**config.mk**
```make
export PLATFORM = sky130hd
export DESIGN_NAME = mips32_prog_loader
export DESIGN_NICKNAME = d
export VERILOG_FILES = /design/src/rtl/mips32_prog_loader.sv
export SDC_FILE = /design/constraint.sdc
export NUM_CORES = 1
export LEC_CHECK = 0
export ABC_AREA = 1
export BUFFER_PORTS_ARGS = -buffer_cell sky130_fd_sc_hd__clkbuf_2
export CAP_MARGIN = 10
export CORE_UTILIZATION = 53
export CTS_CLUSTER_DIAMETER = 60
export CTS_CLUSTER_SIZE = 8
export DETAILED_ROUTE_END_ITERATION = 6
export MAX_ROUTING_LAYER = met4
export PLACE_DENSITY = 0.88
export SKIP_LAST_GASP = 1
export SYNTH_ARGS = -nofsm -noshare
export SYNTH_HDL_FRONTEND = slang
export SYNTH_SLANG_ARGS = --single-unit
```
**constraint.sdc**
```tcl
create_clock -name clk1 -period 3.2 [get_ports clk1]
set_input_delay 0.64 -clock clk1 [delete_from_list [all_inputs] [get_ports clk1]]
set_output_delay 0.64 -clock clk1 [all_outputs]
set_load 0.01 [all_outputs]
```
**src/rtl/mips32_prog_loader.sv**
```systemverilog
// Program loader: collects a big-endian byte stream into 32-bit words, writes
// them to consecutive word addresses of the CPU instruction memory, holds the
// CPU halted during the load and pulses cpu_start once the load completes.
//
// state    | meaning
// ---------+---------------------------------------------------------------
// IDLE     | after reset; CPU held, waiting for a load request
// COLLECT  | accepting bytes of the current word (in_ready=1)
// WRITE    | one-cycle memory write of the assembled word
// RELEASE  | one-cycle cpu_start pulse, CPU released
// DONE     | load finished, CPU running, a new start may begin another load
module mips32_prog_loader #(
  parameter int ADDR_W = 10
) (
  input  logic              clk1,
  input  logic              rst_n,
  input  logic              start,
  input  logic [ADDR_W-1:0] base_addr,
  input  logic [ADDR_W:0]   word_count,
  input  logic              in_valid,
  input  logic [7:0]        in_byte,
  output logic              in_ready,
  output logic              mem_we,
  output logic [ADDR_W-1:0] mem_addr,
  output logic [31:0]       mem_wdata,
  output logic              cpu_halt,
  output logic              cpu_start,
  output logic              busy,
  output logic              done
);

  typedef enum logic [2:0] {
    S_IDLE,
    S_COLLECT,
    S_WRITE,
    S_RELEASE,
    S_DONE
  } state_t;

  localparam logic [ADDR_W:0] ONE = {{ADDR_W{1'b0}}, 1'b1};

  state_t state;
  state_t state_nxt;

  logic [ADDR_W-1:0] base_q;
  logic [ADDR_W:0]   count_q;
  logic [ADDR_W:0]   word_idx;
  logic [1:0]        byte_idx;
  logic [23:0]       partial;

  logic start_ok;
  logic xfer;
  logic last_word;

  assign start_ok  = start && ((state == S_IDLE) || (state == S_DONE));
  assign xfer      = in_valid && (state == S_COLLECT);
  assign last_word = (word_idx == (count_q - ONE));

  // State register.
  always_ff @(posedge clk1 or negedge rst_n) begin
    if (!rst_n) begin
      state <= S_IDLE;
    end else begin
      state <= state_nxt;
    end
  end

  // Next-state decode and state-derived outputs.
  always_comb begin
    state_nxt = state;
    in_ready  = 1'b0;
    mem_we    = 1'b0;
    cpu_start = 1'b0;
    cpu_halt  = 1'b1;
    busy      = 1'b0;
    done      = 1'b0;
    case (state)
      S_IDLE, S_DONE: begin
        if (state == S_DONE) begin
          cpu_halt = 1'b0;
          done     = 1'b1;
        end
        if (start) begin
          state_nxt = (word_count == '0) ? S_RELEASE : S_COLLECT;
        end
      end
      S_COLLECT: begin
        in_ready = 1'b1;
        busy     = 1'b1;
        if (xfer && (byte_idx == 2'd3)) begin
          state_nxt = S_WRITE;
        end
      end
      S_WRITE: begin
        mem_we    = 1'b1;
        busy      = 1'b1;
        state_nxt = last_word ? S_RELEASE : S_COLLECT;
      end
      S_RELEASE: begin
        cpu_start = 1'b1;
        cpu_halt  = 1'b0;
        busy      = 1'b1;
        state_nxt = S_DONE;
      end
      default: begin
        state_nxt = S_IDLE;
      end
    endcase
  end

  // Load parameters, byte/word indices and word assembly. The write address
  // and data are registered on the 4th byte so they are stable throughout
  // WRITE and simply hold afterwards.
  always_ff @(posedge clk1 or negedge rst_n) begin
    if (!rst_n) begin
      base_q    <= '0;
      count_q   <= '0;
      word_idx  <= '0;
      byte_idx  <= '0;
      partial   <= '0;
      mem_addr  <= '0;
      mem_wdata <= '0;
    end else begin
      if (start_ok) begin
        base_q   <= base_addr;
        count_q  <= word_count;
        word_idx <= '0;
        byte_idx <= '0;
        partial  <= '0;
      end
      if (xfer) begin
        byte_idx <= byte_idx + 2'd1;
        partial  <= {partial[15:0], in_byte};
        if (byte_idx == 2'd3) begin
          mem_addr  <= base_q + word_idx[ADDR_W-1:0];
          mem_wdata <= {partial, in_byte};
        end
      end
      if ((state == S_WRITE) && !last_word) begin
        word_idx <= word_idx + ONE;
      end
    end
  end

endmodule

```
==> flow_metrics.env <==
export IMPL_status="finished, violations left"
export IMPL_violations="DRC"
export IMPL_clock_root_buffer="clkbuf_8"
export IMPL_grt_usage=0.2552
export IMPL_post_route_drc_count=5
export IMPL_relSlewSlack=0.3743
export IMPL_syn_nets=620
export IMPL_place_gp_congestion=0.9078
export IMPL_fin_cells=764
export IMPL_path_max_fanout=50
export IMPL_yosysUniqueCellTypes=38
export IMPL_syn_cell_area_um2=4911
export IMPL_critical_path_class="reg -> reg"
export IMPL_drive_above_1_share=0.1951
export IMPL_nFillCells=740
export IMPL_r2r_slack_ns=0.79
export IMPL_first_global_vias=4051
export IMPL_n_antenna_cell=0
export IMPL_design_die_area_um2=9655
export IMPL_cts_buffers=9
export IMPL_post_place_ws_ns=0.7759
export IMPL_yosysSeqAreaShare=0.5248
export IMPL_synthCells=574
export IMPL_drtPass1Iterations=7
export IMPL_cts_max_path_buffers=2
export IMPL_core_um2=8848
export IMPL_tightestPinTransition_ns=0.9386
export IMPL_post_cts_buffers=0
export IMPL_routed_via_density=5.492
export IMPL_die_w_um=98.26
export IMPL_cp_arrival_ns=2.67
export IMPL_pin_count=81
export IMPL_synth_top_flop_cell="dfrtp_1"
export IMPL_cts_max_level=3
export IMPL_cts_resized=0
export IMPL_yosysWarnings=0
export IMPL_grt_pass1_wl_mm=19.04
export IMPL_grt_max_degree=76
export IMPL_drt_iter0_markers=327
export IMPL_required_ns=3.46
export IMPL_wl_per_cell_um=14.44
export IMPL_cts_hold_buf=0
export IMPL_synthTopCellsByArea="dfrtp_1 (52%), nand2_1 (12%), inv_1 (5.0%), o21ai_1 (3.5%), nand3_1 (3.3%)"
export IMPL_powerDensity_nw_per_um2=871.8
export IMPL_synth_edf_count=0
export IMPL_via_count=4196
export IMPL_postRouteAntennaNets=0
export IMPL_layout_min_cycle_time_ns=2.412
export IMPL_yosysTopAreaCellShare=0.5248
export IMPL_cts_tree="built"
export IMPL_reg2regPathDepth=7
export IMPL_finalClockSkew_ns=0.01650
export IMPL_yosysTopAreaCell="dfrtp_1"
export IMPL_max_freq_mhz=414.7
export IMPL_num_rows=34
export IMPL_slew_violations=0
export IMPL_use_met3=0.04868
export IMPL_die_h_um=98.26
export IMPL_hold_viol_final=0
export IMPL_fin_ws_ns=0.7884
export IMPL_gr_usage_met1=0.3484
export IMPL_hold_class="in -> async"
export IMPL_grt_busiest_layer="met2"
export IMPL_postRouteWirelength_mm=11.03
export IMPL_initial_core_util=0.5550
export IMPL_areaGrowthSynthToFinish_pct=14.98
export IMPL_p_leak_nw=2.922
export IMPL_placedCellCount=748
export IMPL_fin_crit_sh=0.7536
export IMPL_rsz0062_at_grt="no"
export IMPL_antenna_found_initial=0
export IMPL_max_cap_viol_count=0
export IMPL_async_reset_ff_frac=1.000
export IMPL_met2_usage=0.3911
export IMPL_nNetsFinal=697
export IMPL_finalSetupViolCount=0
export IMPL_fin_setup_tns_ns=0
export IMPL_synth_ff_latch_count=103
export IMPL_clk_pin_slew_ns=0.13
export IMPL_cts_sinks=103
export IMPL_io_buffers=80
export IMPL_avgSynthCellArea_um2=8.556
export IMPL_overflow=0
export IMPL_critPathCaptureType="register"
export IMPL_clk_latency_ns=0.39
export IMPL_irDropWorstVdd_uv=352.1
export IMPL_dp_hpwl_mm=8.175
export IMPL_cp_start_kind="register"
==> cell type report <==
cell class                      count  area, um2  area share
Tap cell                          108      135.1     0.02393
Inverter                           72      270.3     0.04786
Multi-Input combinational cell    377       1963      0.3477
Timing Repair Buffer               88      475.5     0.08420
Clock inverter                      7      101.3     0.01795
Clock buffer                        9      123.9     0.02194
Sequential cell                   103       2577      0.4565
==> sequential cells by signal, indices dropped and copies added (netlist names) <==
| name | cells |
|---|---|
| base_q | 10 |
| byte_idx | 2 |
| count_q | 11 |
| mem_addr | 10 |
| mem_wdata | 32 |
| partial | 24 |
| state | 3 |
| word_idx | 11 |
==> cells in the final DEF (no fill, tap or decap), drive strengths merged <==
cell and n:
a22o 1, a21o 2, nor3 9, nand4 9, nand3 34, xnor2 5
fa 1, o211ai 1, a31o 1, nand2 162, a41oi 1, nor2 23
a21oi 8, o31a 1, clkinv 4, o21bai 2, buf 9, o22ai 24
o21ai 60, nor4 4, clkbuf 88, xor2 10, nand3b 3, dfrtp 103
o311ai 1, ha 12, a31oi 1, inv 75, or2 2
==> kinds of logic (layout without fill, tap and decap cells) <==
| group | after synthesis | in the layout | share of synthesized area |
|---|---|---|---|
| AOI/OAI and AO/OA | 103 | 103 | 0.1177 |
| and+or+nand+nor | 246 | 246 | 0.2186 |
| buffers and inverters | 94 | 176 | 0.07592 |
| adders and majority gates | 13 | 13 | 0.03465 |
| DFF | 103 | 103 | 0.5248 |
| xor gates and xnor gates | 15 | 15 | 0.02828 |
==> routing by layer <==
metal / routed length (um) / vias to the layer above
met5: 0 / -
met4: 222 / 0
met3: 612 / 22
met2: 5153 / 151
met1: 5042 / 1990
li1: - / 2033
==> synth_stat cells, types with 4 or more instances <==
master and number:
xor2_1 9, ha_1 12, inv_2 6, dfrtp_1 103, a21oi_1 8, nor2_2 6
nand3_1 32, buf_2 10, nand4_1 9, nand2_1 158, inv_1 66, xnor2_1 5
nor2_1 16, o22ai_1 24, o21ai_1 34, nand2_2 4, nor4_1 4, clkbuf_1 11
o21ai_0 26, nor3_1 8
==> metrics by stage <==
stage	hold WS [ns]	power [mW]	utilization	cell area, um2
2_1_floorplan	0.3444	3.385	-	4911
3_3_place_gp	0.4673	3.960	0.6127	5421
3_5_place_dp	0.4740	4.066	0.6127	5421
4_1_cts	0.4068	4.933	0.6382	5647
5_1_grt	0.4346	5.320	0.6382	5647
6_report	0.3609	4.923	0.6382	5647
==> critical path: stages (launching register included) <==
cell and delay, ns:
dfrtp_1 0.46, nor3_2 0.27, nand2_2 0.34, inv_2 0.18, nand2_2 0.50, buf_12 0.39, nand2_1 0.07, o21ai_0 0.08
==> power breakdown <==
part,total [mW],internal [mW],switching (mW),leakage (nW)
clock network,0.869,0.328,0.542,0.110
logic,1.96,0.711,1.25,1.44
registers,2.09,1.79,0.309,1.37
total,4.92,2.82,2.10,2.92
==> path summary, 6_finish.rpt <==
kind	start	end
setup / recovery	state[2]	mem_wdata[25]
hold / removal	rst_n	mem_wdata[6]
setup reg to reg	state[2]	mem_wdata[25]
hold reg to reg	mem_wdata[29]	mem_wdata[29]
max in group asynchronous	rst_n	mem_wdata[25]
min in group clk1	base_addr[7]	base_q[7]
Power figures use the tool's default switching activity.
